--- config.mk ---
export PLATFORM = sky130hd
export DESIGN_NAME = esm_instr_buffer_flat
export DESIGN_NICKNAME = d
export VERILOG_FILES = /design/src/rtl/esm_instr_buffer_pkg.sv /design/src/rtl/esm_instr_buffer_if.sv /design/src/rtl/esm_instr_buffer_prio_enc.sv /design/src/rtl/esm_instr_buffer.sv /design/src/flat_wrapper.sv
export SDC_FILE = /design/constraint.sdc
export NUM_CORES = 1
export LEC_CHECK = 0
export BUFFER_PORTS_ARGS = -buffer_cell sky130_fd_sc_hd__buf_2
export CORE_ASPECT_RATIO = 1.75
export CORE_MARGIN = 2
export CORE_UTILIZATION = 49
export CTS_CLUSTER_DIAMETER = 80
export DETAILED_ROUTE_END_ITERATION = 7
export GPL_TIMING_DRIVEN = 0
export PLACE_DENSITY = 0.66
export SLEW_MARGIN = 25
export SYNTH_ARGS = -nofsm -noshare
export SYNTH_HDL_FRONTEND = slang
export SYNTH_SLANG_ARGS = --single-unit
--- constraint.sdc ---
create_clock -name clk -period 9.4 [get_ports clk]
set_input_delay 1.41 -clock clk [delete_from_list [all_inputs] [get_ports clk]]
set_output_delay 1.41 -clock clk [all_outputs]
set_load 0.01 [all_outputs]
--- src/rtl/esm_instr_buffer_pkg.sv ---
`default_nettype none
// ============================================================================
//  Module      : esm_pkg
//  Description : Shared types and helpers for the ESM instruction buffer.
//                Holds the per-slot lifecycle enum and the index-width helper
//                used by the interface, the buffer and the priority encoder.
//  Revision    : 1.0 - initial release
// ============================================================================
package esm_pkg;

    // Lifecycle of one buffer slot:
    // FREE -> WAIT (allocated) -> READY (core reported) -> ISSUED (in output reg) -> FREE
    typedef enum logic [1:0] {
        SLOT_FREE   = 2'd0,
        SLOT_WAIT   = 2'd1,
        SLOT_READY  = 2'd2,
        SLOT_ISSUED = 2'd3
    } slot_state_e;

    // Slot index width for a buffer of n slots (never narrower than one bit).
    function automatic int esm_iw(input int n);
        return (n > 1) ? $clog2(n) : 1;
    endfunction

endpackage
`default_nettype wire

--- src/rtl/esm_instr_buffer_if.sv ---
`default_nettype none
// ============================================================================
//  Module      : esm_instr_buffer_if
//  Description : Bundle of all buffer-facing signals: upstream instruction
//                input, allocation/pass-through to the dependency core, ready
//                reports from the core, downstream issue handshake, status.
//  Ports       : master - upstream/core/downstream side (drives in_*,
//                         ida_ready_*, out_ready)
//                slave  - the instruction buffer itself
//  Revision    : 1.0 - initial release
// ============================================================================
interface esm_instr_buffer_if #(
    parameter int Instr_word_size = 32,
    parameter int bs              = 16
);
    import esm_pkg::*;

    localparam int IW = esm_iw(bs);

    // upstream
    logic                       in_valid;
    logic [Instr_word_size-1:0] in_instr;
    logic                       in_alusrc;
    logic                       in_regwrite;
    logic                       in_ready;
    // allocation towards the dependency core
    logic                       ida_alloc;
    logic [Instr_word_size-1:0] ida_instr;
    logic                       ida_alusrc;
    logic                       ida_regwrite;
    logic [IW-1:0]              ida_buffer_index;
    // ready reports from the dependency core
    logic                       ida_ready_valid;
    logic [IW-1:0]              ida_ready_index;
    // downstream issue
    logic                       out_valid;
    logic [Instr_word_size-1:0] out_instr;
    logic [IW-1:0]              out_index;
    logic                       out_ready;
    // status
    logic [IW:0]                count;
    logic                       err;

    modport master (
        output in_valid, in_instr, in_alusrc, in_regwrite,
        output ida_ready_valid, ida_ready_index, out_ready,
        input  in_ready, ida_alloc, ida_instr, ida_alusrc, ida_regwrite,
        input  ida_buffer_index, out_valid, out_instr, out_index, count, err
    );

    modport slave (
        input  in_valid, in_instr, in_alusrc, in_regwrite,
        input  ida_ready_valid, ida_ready_index, out_ready,
        output in_ready, ida_alloc, ida_instr, ida_alusrc, ida_regwrite,
        output ida_buffer_index, out_valid, out_instr, out_index, count, err
    );

endinterface
`default_nettype wire

--- src/rtl/esm_instr_buffer_prio_enc.sv ---
`default_nettype none
// ============================================================================
//  Module      : esm_prio_enc
//  Description : Lowest-set-bit priority encoder.
//  Ports       : req_i   - request vector (N bits)
//                found_o - at least one bit of req_i is set
//                idx_o   - index of the lowest set bit (0 when none)
//  Revision    : 1.0 - initial release
// ============================================================================
module esm_prio_enc
    import esm_pkg::*;
#(
    parameter int N = 16,
    parameter int W = esm_iw(N)
) (
    input  wire logic [N-1:0] req_i,
    output logic              found_o,
    output logic [W-1:0]      idx_o
);

    // Scan from the top down so the lowest set bit is the last one written.
    always_comb begin
        found_o = 1'b0;
        idx_o   = '0;
        for (int i = N - 1; i >= 0; i--) begin
            if (req_i[i]) begin
                found_o = 1'b1;
                idx_o   = W'(i);
            end
        end
    end

endmodule
`default_nettype wire

--- src/rtl/esm_instr_buffer.sv ---
`default_nettype none
// ============================================================================
//  Module      : esm_instr_buffer
//  Description : Instruction staging buffer in front of the ESM dependency
//                core. Allocates the lowest free slot for each accepted
//                instruction, holds it until the core reports the slot ready,
//                then issues the lowest ready slot through a one-entry output
//                register with a valid/ready handshake and frees the slot.
//  Ports       : clk   - clock, rising edge
//                rst_n - asynchronous active-low reset
//                bus   - esm_instr_buffer_if.slave (upstream, core, downstream,
//                        count and sticky err)
//  Revision    : 1.0 - initial release
// ============================================================================
module esm_instr_buffer
    import esm_pkg::*;
#(
    parameter int Instr_word_size = 32,
    parameter int bs              = 16
) (
    input  wire logic         clk,
    input  wire logic         rst_n,
    esm_instr_buffer_if.slave bus
);

    localparam int             IW       = esm_iw(bs);
    localparam int             CW       = IW + 1;
    localparam logic [CW-1:0]  c_BS_CNT = CW'(bs);

    // ------------------------------------------------------------------
    // State
    // ------------------------------------------------------------------
    slot_state_e                slot_state_q [bs];
    slot_state_e                slot_state_d [bs];
    // Only the word is held; the control bits are consumed by the core at
    // allocation time and are not needed downstream.
    logic [Instr_word_size-1:0] slot_instr_q [bs];

    logic [CW-1:0]              count_q,     count_d;
    logic                       out_valid_q, out_valid_d;
    logic [Instr_word_size-1:0] out_instr_q, out_instr_d;
    logic [IW-1:0]              out_index_q, out_index_d;
    logic                       err_q,       err_d;

    // ------------------------------------------------------------------
    // Slot selection
    // ------------------------------------------------------------------
    logic [bs-1:0] w_free_vec;
    logic [bs-1:0] w_ready_vec;
    logic          w_free_found;
    logic          w_ready_found;
    logic [IW-1:0] w_free_idx;
    logic [IW-1:0] w_ready_idx;

    always_comb begin
        w_free_vec  = '0;
        w_ready_vec = '0;
        for (int i = 0; i < bs; i++) begin
            w_free_vec[i]  = (slot_state_q[i] == SLOT_FREE);
            w_ready_vec[i] = (slot_state_q[i] == SLOT_READY);
        end
    end

    esm_prio_enc #(.N(bs), .W(IW)) u_free_enc (
        .req_i   (w_free_vec),
        .found_o (w_free_found),
        .idx_o   (w_free_idx)
    );

    esm_prio_enc #(.N(bs), .W(IW)) u_ready_enc (
        .req_i   (w_ready_vec),
        .found_o (w_ready_found),
        .idx_o   (w_ready_idx)
    );

    // ------------------------------------------------------------------
    // Control
    // ------------------------------------------------------------------
    logic w_in_ready;
    logic w_accept;
    logic w_drain;
    logic w_load;
    logic w_mark_ok;

    assign w_in_ready = (count_q < c_BS_CNT) && w_free_found;
    assign w_accept   = bus.in_valid && w_in_ready;
    assign w_drain    = out_valid_q && bus.out_ready;
    // Reloading on the draining edge keeps one issue per cycle.
    assign w_load     = w_ready_found && (!out_valid_q || w_drain);
    // Judged on the pre-edge state: a slot being allocated this edge is
    // still FREE, so a ready report for it is an error.
    assign w_mark_ok  = (slot_state_q[bus.ida_ready_index] == SLOT_WAIT);

    // ------------------------------------------------------------------
    // Next-state logic
    // ------------------------------------------------------------------
    // The slots touched by drain, load, mark and accept are in distinct
    // states (ISSUED, READY, WAIT, FREE), so the updates never collide.
    always_comb begin
        slot_state_d = slot_state_q;
        count_d      = count_q;
        out_valid_d  = out_valid_q;
        out_instr_d  = out_instr_q;
        out_index_d  = out_index_q;
        err_d        = err_q;

        if (w_drain) begin
            slot_state_d[out_index_q] = SLOT_FREE;
            out_valid_d               = 1'b0;
        end

        if (w_load) begin
            slot_state_d[w_ready_idx] = SLOT_ISSUED;
            out_valid_d               = 1'b1;
            out_instr_d               = slot_instr_q[w_ready_idx];
            out_index_d               = w_ready_idx;
        end

        if (bus.ida_ready_valid) begin
            if (w_mark_ok) begin
                slot_state_d[bus.ida_ready_index] = SLOT_READY;
            end else begin
                err_d = 1'b1;
            end
        end

        if (w_accept) begin
            slot_state_d[w_free_idx] = SLOT_WAIT;
        end

        case ({w_accept, w_drain})
            2'b10:   count_d = count_q + CW'(1);
            2'b01:   count_d = count_q - CW'(1);
            default: count_d = count_q;
        endcase
    end

    // ------------------------------------------------------------------
    // State registers
    // ------------------------------------------------------------------
    always_ff @(posedge clk or negedge rst_n) begin
        if (!rst_n) begin
            for (int i = 0; i < bs; i++) begin
                slot_state_q[i] <= SLOT_FREE;
            end
            count_q     <= '0;
            out_valid_q <= 1'b0;
            out_instr_q <= '0;
            out_index_q <= '0;
            err_q       <= 1'b0;
        end else begin
            slot_state_q <= slot_state_d;
            count_q      <= count_d;
            out_valid_q  <= out_valid_d;
            out_instr_q  <= out_instr_d;
            out_index_q  <= out_index_d;
            err_q        <= err_d;
        end
    end

    // Payload storage is qualified by slot state, so it needs no reset.
    always_ff @(posedge clk) begin
        if (w_accept) begin
            slot_instr_q[w_free_idx] <= bus.in_instr;
        end
    end

    // ------------------------------------------------------------------
    // Outputs
    // ------------------------------------------------------------------
    always_comb begin
        bus.in_ready         = w_in_ready;
        bus.ida_alloc        = w_accept;
        bus.ida_instr        = bus.in_instr;
        bus.ida_alusrc       = bus.in_alusrc;
        bus.ida_regwrite     = bus.in_regwrite;
        bus.ida_buffer_index = w_free_idx;
        bus.out_valid        = out_valid_q;
        bus.out_instr        = out_instr_q;
        bus.out_index        = out_index_q;
        bus.count            = count_q;
        bus.err              = err_q;
    end

endmodule
`default_nettype wire
--- src/flat_wrapper.sv ---
// flat-port wrapper written by rule: the top's interface ports become plain ports
module esm_instr_buffer_flat import esm_pkg::*;
#(
    parameter int Instr_word_size = 32,
    parameter int bs              = 16
)
  (clk, rst_n, bus_in_valid, bus_in_instr, bus_in_alusrc, bus_in_regwrite, bus_ida_ready_valid, bus_ida_ready_index, bus_out_ready, bus_in_ready, bus_ida_alloc, bus_ida_instr, bus_ida_alusrc, bus_ida_regwrite, bus_ida_buffer_index, bus_out_valid, bus_out_instr, bus_out_index, bus_count, bus_err);
  esm_instr_buffer_if #(.Instr_word_size(Instr_word_size), .bs(bs)) bus_i ();
  input  wire logic clk;
  input  wire logic rst_n;
  input wire logic [$bits(bus_i.in_valid)-1:0] bus_in_valid;
  input wire logic [$bits(bus_i.in_instr)-1:0] bus_in_instr;
  input wire logic [$bits(bus_i.in_alusrc)-1:0] bus_in_alusrc;
  input wire logic [$bits(bus_i.in_regwrite)-1:0] bus_in_regwrite;
  input wire logic [$bits(bus_i.ida_ready_valid)-1:0] bus_ida_ready_valid;
  input wire logic [$bits(bus_i.ida_ready_index)-1:0] bus_ida_ready_index;
  input wire logic [$bits(bus_i.out_ready)-1:0] bus_out_ready;
  output wire logic [$bits(bus_i.in_ready)-1:0] bus_in_ready;
  output wire logic [$bits(bus_i.ida_alloc)-1:0] bus_ida_alloc;
  output wire logic [$bits(bus_i.ida_instr)-1:0] bus_ida_instr;
  output wire logic [$bits(bus_i.ida_alusrc)-1:0] bus_ida_alusrc;
  output wire logic [$bits(bus_i.ida_regwrite)-1:0] bus_ida_regwrite;
  output wire logic [$bits(bus_i.ida_buffer_index)-1:0] bus_ida_buffer_index;
  output wire logic [$bits(bus_i.out_valid)-1:0] bus_out_valid;
  output wire logic [$bits(bus_i.out_instr)-1:0] bus_out_instr;
  output wire logic [$bits(bus_i.out_index)-1:0] bus_out_index;
  output wire logic [$bits(bus_i.count)-1:0] bus_count;
  output wire logic [$bits(bus_i.err)-1:0] bus_err;
  assign bus_i.in_valid = bus_in_valid;
  assign bus_i.in_instr = bus_in_instr;
  assign bus_i.in_alusrc = bus_in_alusrc;
  assign bus_i.in_regwrite = bus_in_regwrite;
  assign bus_i.ida_ready_valid = bus_ida_ready_valid;
  assign bus_i.ida_ready_index = bus_ida_ready_index;
  assign bus_i.out_ready = bus_out_ready;
  assign bus_in_ready = bus_i.in_ready;
  assign bus_ida_alloc = bus_i.ida_alloc;
  assign bus_ida_instr = bus_i.ida_instr;
  assign bus_ida_alusrc = bus_i.ida_alusrc;
  assign bus_ida_regwrite = bus_i.ida_regwrite;
  assign bus_ida_buffer_index = bus_i.ida_buffer_index;
  assign bus_out_valid = bus_i.out_valid;
  assign bus_out_instr = bus_i.out_instr;
  assign bus_out_index = bus_i.out_index;
  assign bus_count = bus_i.count;
  assign bus_err = bus_i.err;
  esm_instr_buffer #(.Instr_word_size(Instr_word_size), .bs(bs)) u_core (.clk(clk), .rst_n(rst_n), .bus(bus_i));
endmodule
==> impl_metrics.py <==
metrics = {
    "floorplanning": {
        "start_util_pct": 49.70,
        "die_h_um": 295.1,
        "die_area_um2": 50270,
        "floorplan.rows": 106,
        "core_area_um2": 47750,
        "fp.dieW_um": 170.3,
        "io_pins": 126,
    },
    "setup_path": {
        "cp-start-kind": "flip-flop",
        "required_ps": 7990,
        "cp_top_family": "simple AND/OR/NAND/NOR gates",
        "path_class": "flip-flop to output pin",
        "cp_cell_sequence": "o22a_1 > o221ai_1 > nor2_1 > a31oi_1 > and2_1 > buf_2",
        "slowest_delay_ps": 590,
        "cp_data_arrival_time_ps": 2610,
        "slowest_stage": "nor2_1",
        "r2r_cells": 7,
        "critPathMaxFanout": 5,
        "end_kind": "output pin",
        "path_buf_inv": 1,
        "path_depth": 6,
    },
    "sta": {
        "finalHoldViolations": 0,
        "report.final.setup_viol": 0,
        "maxSlewViolCount": 0,
        "slew_headroom_pct": 28.18,
        "clock.fmax_mhz": 248.8,
        "fin_crit_sh_pct": 42.77,
        "worstMarginPinSlew_ps": 1077,
        "setup_tns_ps": 0,
        "rsz0062_at_grt": "false",
        "whs_ps": 476.5,
        "postLayoutSetupSlackWorst_ps": 5380,
        "fin_skew_ps": 16.61,
        "fin_crit_ps": 4020,
    },
    "power": {
        "p_per_area_nw_per_um2": 376.5,
        "seqPwrFrac_pct": 33.3,
        "total_power_mw": 10.39,
        "peakVddDrop_uv": 345.3,
        "p_sw_share_pct": 39.28,
        "cellLeakagePower_nw": 10.16,
        "power.share.clock_pct": 20.7,
        "p_switching_mw": 4.082,
        "p_int_mw": 6.310,
        "pwr-share-comb_pct": 46.0,
    },
    "placed_design": {
        "dp_hpwl_um": 43380,
        "placed_cells": 2249,
        "port_buffers": 123,
        "place_ws_ps": 5362,
        "place.gp.congestion": 0.9415,
        "placed_area_um2": 25910,
    },
    "final_layout": {
        "drive_gt1_share_pct": 18.71,
        "area_growth_pct": 16.33,
        "final_cells": 2342,
        "layout.nets": 1753,
        "layout_commonest_cell": "edfxtp_1",
        "layout_common_cells": "edfxtp_1, mux2i_1, o22ai_1",
        "final_cell_area_um2": 27600,
        "fin_util_pct": 57.81,
        "num_antenna_cells": 0,
    },
    "detailed_routing": {
        "drt_iter0_markers": 1689,
        "drtPass1Iterations": 8,
        "wl_per_cell_um": 27.93,
        "routed.top_layer": "met5",
        "antenna_left": 0,
        "met2_length_um": 33090,
        "vias": 14330,
        "wirelength_um": 65410,
        "wl_met3_um": 4159,
        "wl_met1_um": 24340,
        "drc": 0,
        "via_per_inst": 6.118,
    },
    "synth": {
        "syn_area_um2": 23730,
        "postSynthCellCount": 1499,
        "synth-seq-cells": 587,
        "async_flop_share_pct": 12.78,
        "synth_cell_types": 59,
        "ys_seq_area_share_pct": 72.71,
        "yosysWarnings": 0,
        "syn-num-nets": 1545,
        "synth_area_per_cell_um2": 15.83,
        "synth_edf_count": 512,
        "ys.flop_type": "edfxtp_1",
    },
    "global_routing": {
        "overflow": 0,
        "grt_pass1_vias": 14480,
        "grt_max_degree": 54,
        "grt_pass1_wl_um": 93760,
        "grt_util_all_layers_pct": 26.15,
        "antenna_found_initial": 1,
    },
    "clocking": {
        "root_buffer": "clkbuf_16",
        "cts.htree.levels": 2,
        "numCtsBuffers": 50,
        "hold_buffers": 0,
        "cts_tree": "yes",
        "ctsResizeCount": 0,
        "clockBufferDepth": 3,
        "cts_setup_buffers": 0,
        "clkSinkCount": 587,
        "insertion_delay_ps": 580,
        "clk_pin_slew_ps": 70,
    },
    "run_status": {
        "status": "complete, no violations",
    },
    "run": {
        "maxCapViolCount": 0,
    },
    "worst_hold_path": {
        "hold_depth": 1,
        "hp-class": "flip-flop to flip-flop",
    },
}
power groups by stage:
stage	combinational (mW)	sequential (mW)	clock [mW]
final	4.79	3.46	2.15
after floorplan	3.07	3.49	0
after global routing	5.03	3.49	2.27
after detailed placement	4.75	3.51	0
after global placement	4.53	3.52	0
after CTS	4.78	3.45	2.16
worst register-to-register path: cells and delay by family, from the launching register on:
| family | cells | cell delay (ps) |
|---|---|---|
| buf+inv | 1 | 260 |
| flops | 1 | 400 |
| simple gates | 6 | 2900 |
cells in the mapped netlist (8+ instances only):
| library cell | instances | area share, % |
|---|---|---|
| nand2b_1 | 11 | 0.29 |
| buf_2 | 9 | 0.19 |
| nor4_1 | 35 | 0.92 |
| nor3b_1 | 9 | 0.28 |
| dfrtp_1 | 75 | 7.9 |
| nor2_1 | 65 | 1.0 |
| edfxtp_1 | 512 | 65 |
| clkbuf_1 | 31 | 0.49 |
| mux2i_1 | 257 | 11 |
| nor3_1 | 8 | 0.17 |
| nor2b_1 | 20 | 0.53 |
| inv_1 | 10 | 0.16 |
| buf_6 | 21 | 1.0 |
| buf_4 | 40 | 1.3 |
| nand3_1 | 15 | 0.32 |
| o22ai_1 | 146 | 3.8 |
| o21ai_0 | 8 | 0.17 |
| a21oi_1 | 12 | 0.25 |
| o21ai_1 | 38 | 0.80 |
| nand2_1 | 75 | 1.2 |
cell type report:
class,instances,area [µm²]
Clock inverter,31,377.9
Multi-Input combinational cell,800,5856
Inverter,10,37.54
Timing Repair Buffer,156,1318
Buffer,102,701.9
Clock buffer,62,1318
Fill cell,3655,20140
Sequential cell,587,17250
Tap cell,594,743.2
cell families (layout without fill, tap and decap cells):
| group | Yosys count | in the layout | share of synthesized area, % |
|---|---|---|---|
| flops | 587 | 587 | 72.71 |
| xor+xnor | 6 | 6 | 0.2215 |
| mux | 259 | 259 | 10.98 |
| simple gates | 269 | 269 | 5.732 |
| buf+inv | 112 | 361 | 3.116 |
| fa+ha+maj | 3 | 3 | 0.1582 |
| compound gates | 263 | 263 | 7.082 |
path summary, 6_finish.rpt:
| check | from | slack [ps] | end |
|---|---|---|---|
| worst max-delay path | u_core.slot_state_q[4] | 5380 | bus_ida_alloc |
| worst min-delay path | u_core.bus.err | 480 | u_core.bus.err |
| worst max register to register | u_core.slot_state_q[21] | 5510 | u_core.slot_instr_q[14][24] |
| worst min register to register | u_core.bus.err | 480 | u_core.bus.err |
| max in group asynchronous | rst_n | 8050 | u_core.bus.out_instr[0] |
| min in group asynchronous | rst_n | 720 | u_core.bus.out_instr[17] |
per-layer routing:
layer  up-vias  global-route usage, %
met4         2                  14.65
met1      7196                  31.04
met5         -                      0
met2       654                  45.33
met3       194                  4.056
li1       6283                      -
state kept, by name, summed over array words and instances (netlist names):
signal                cells
u_core.slot_state_q      32
u_core.bus.err            1
u_core.bus.out_index      4
u_core.bus.count          5
u_core.bus.out_instr     32
u_core.slot_instr_q     512
u_core.bus.out_valid      1
(Power assumes the default switching activity.)
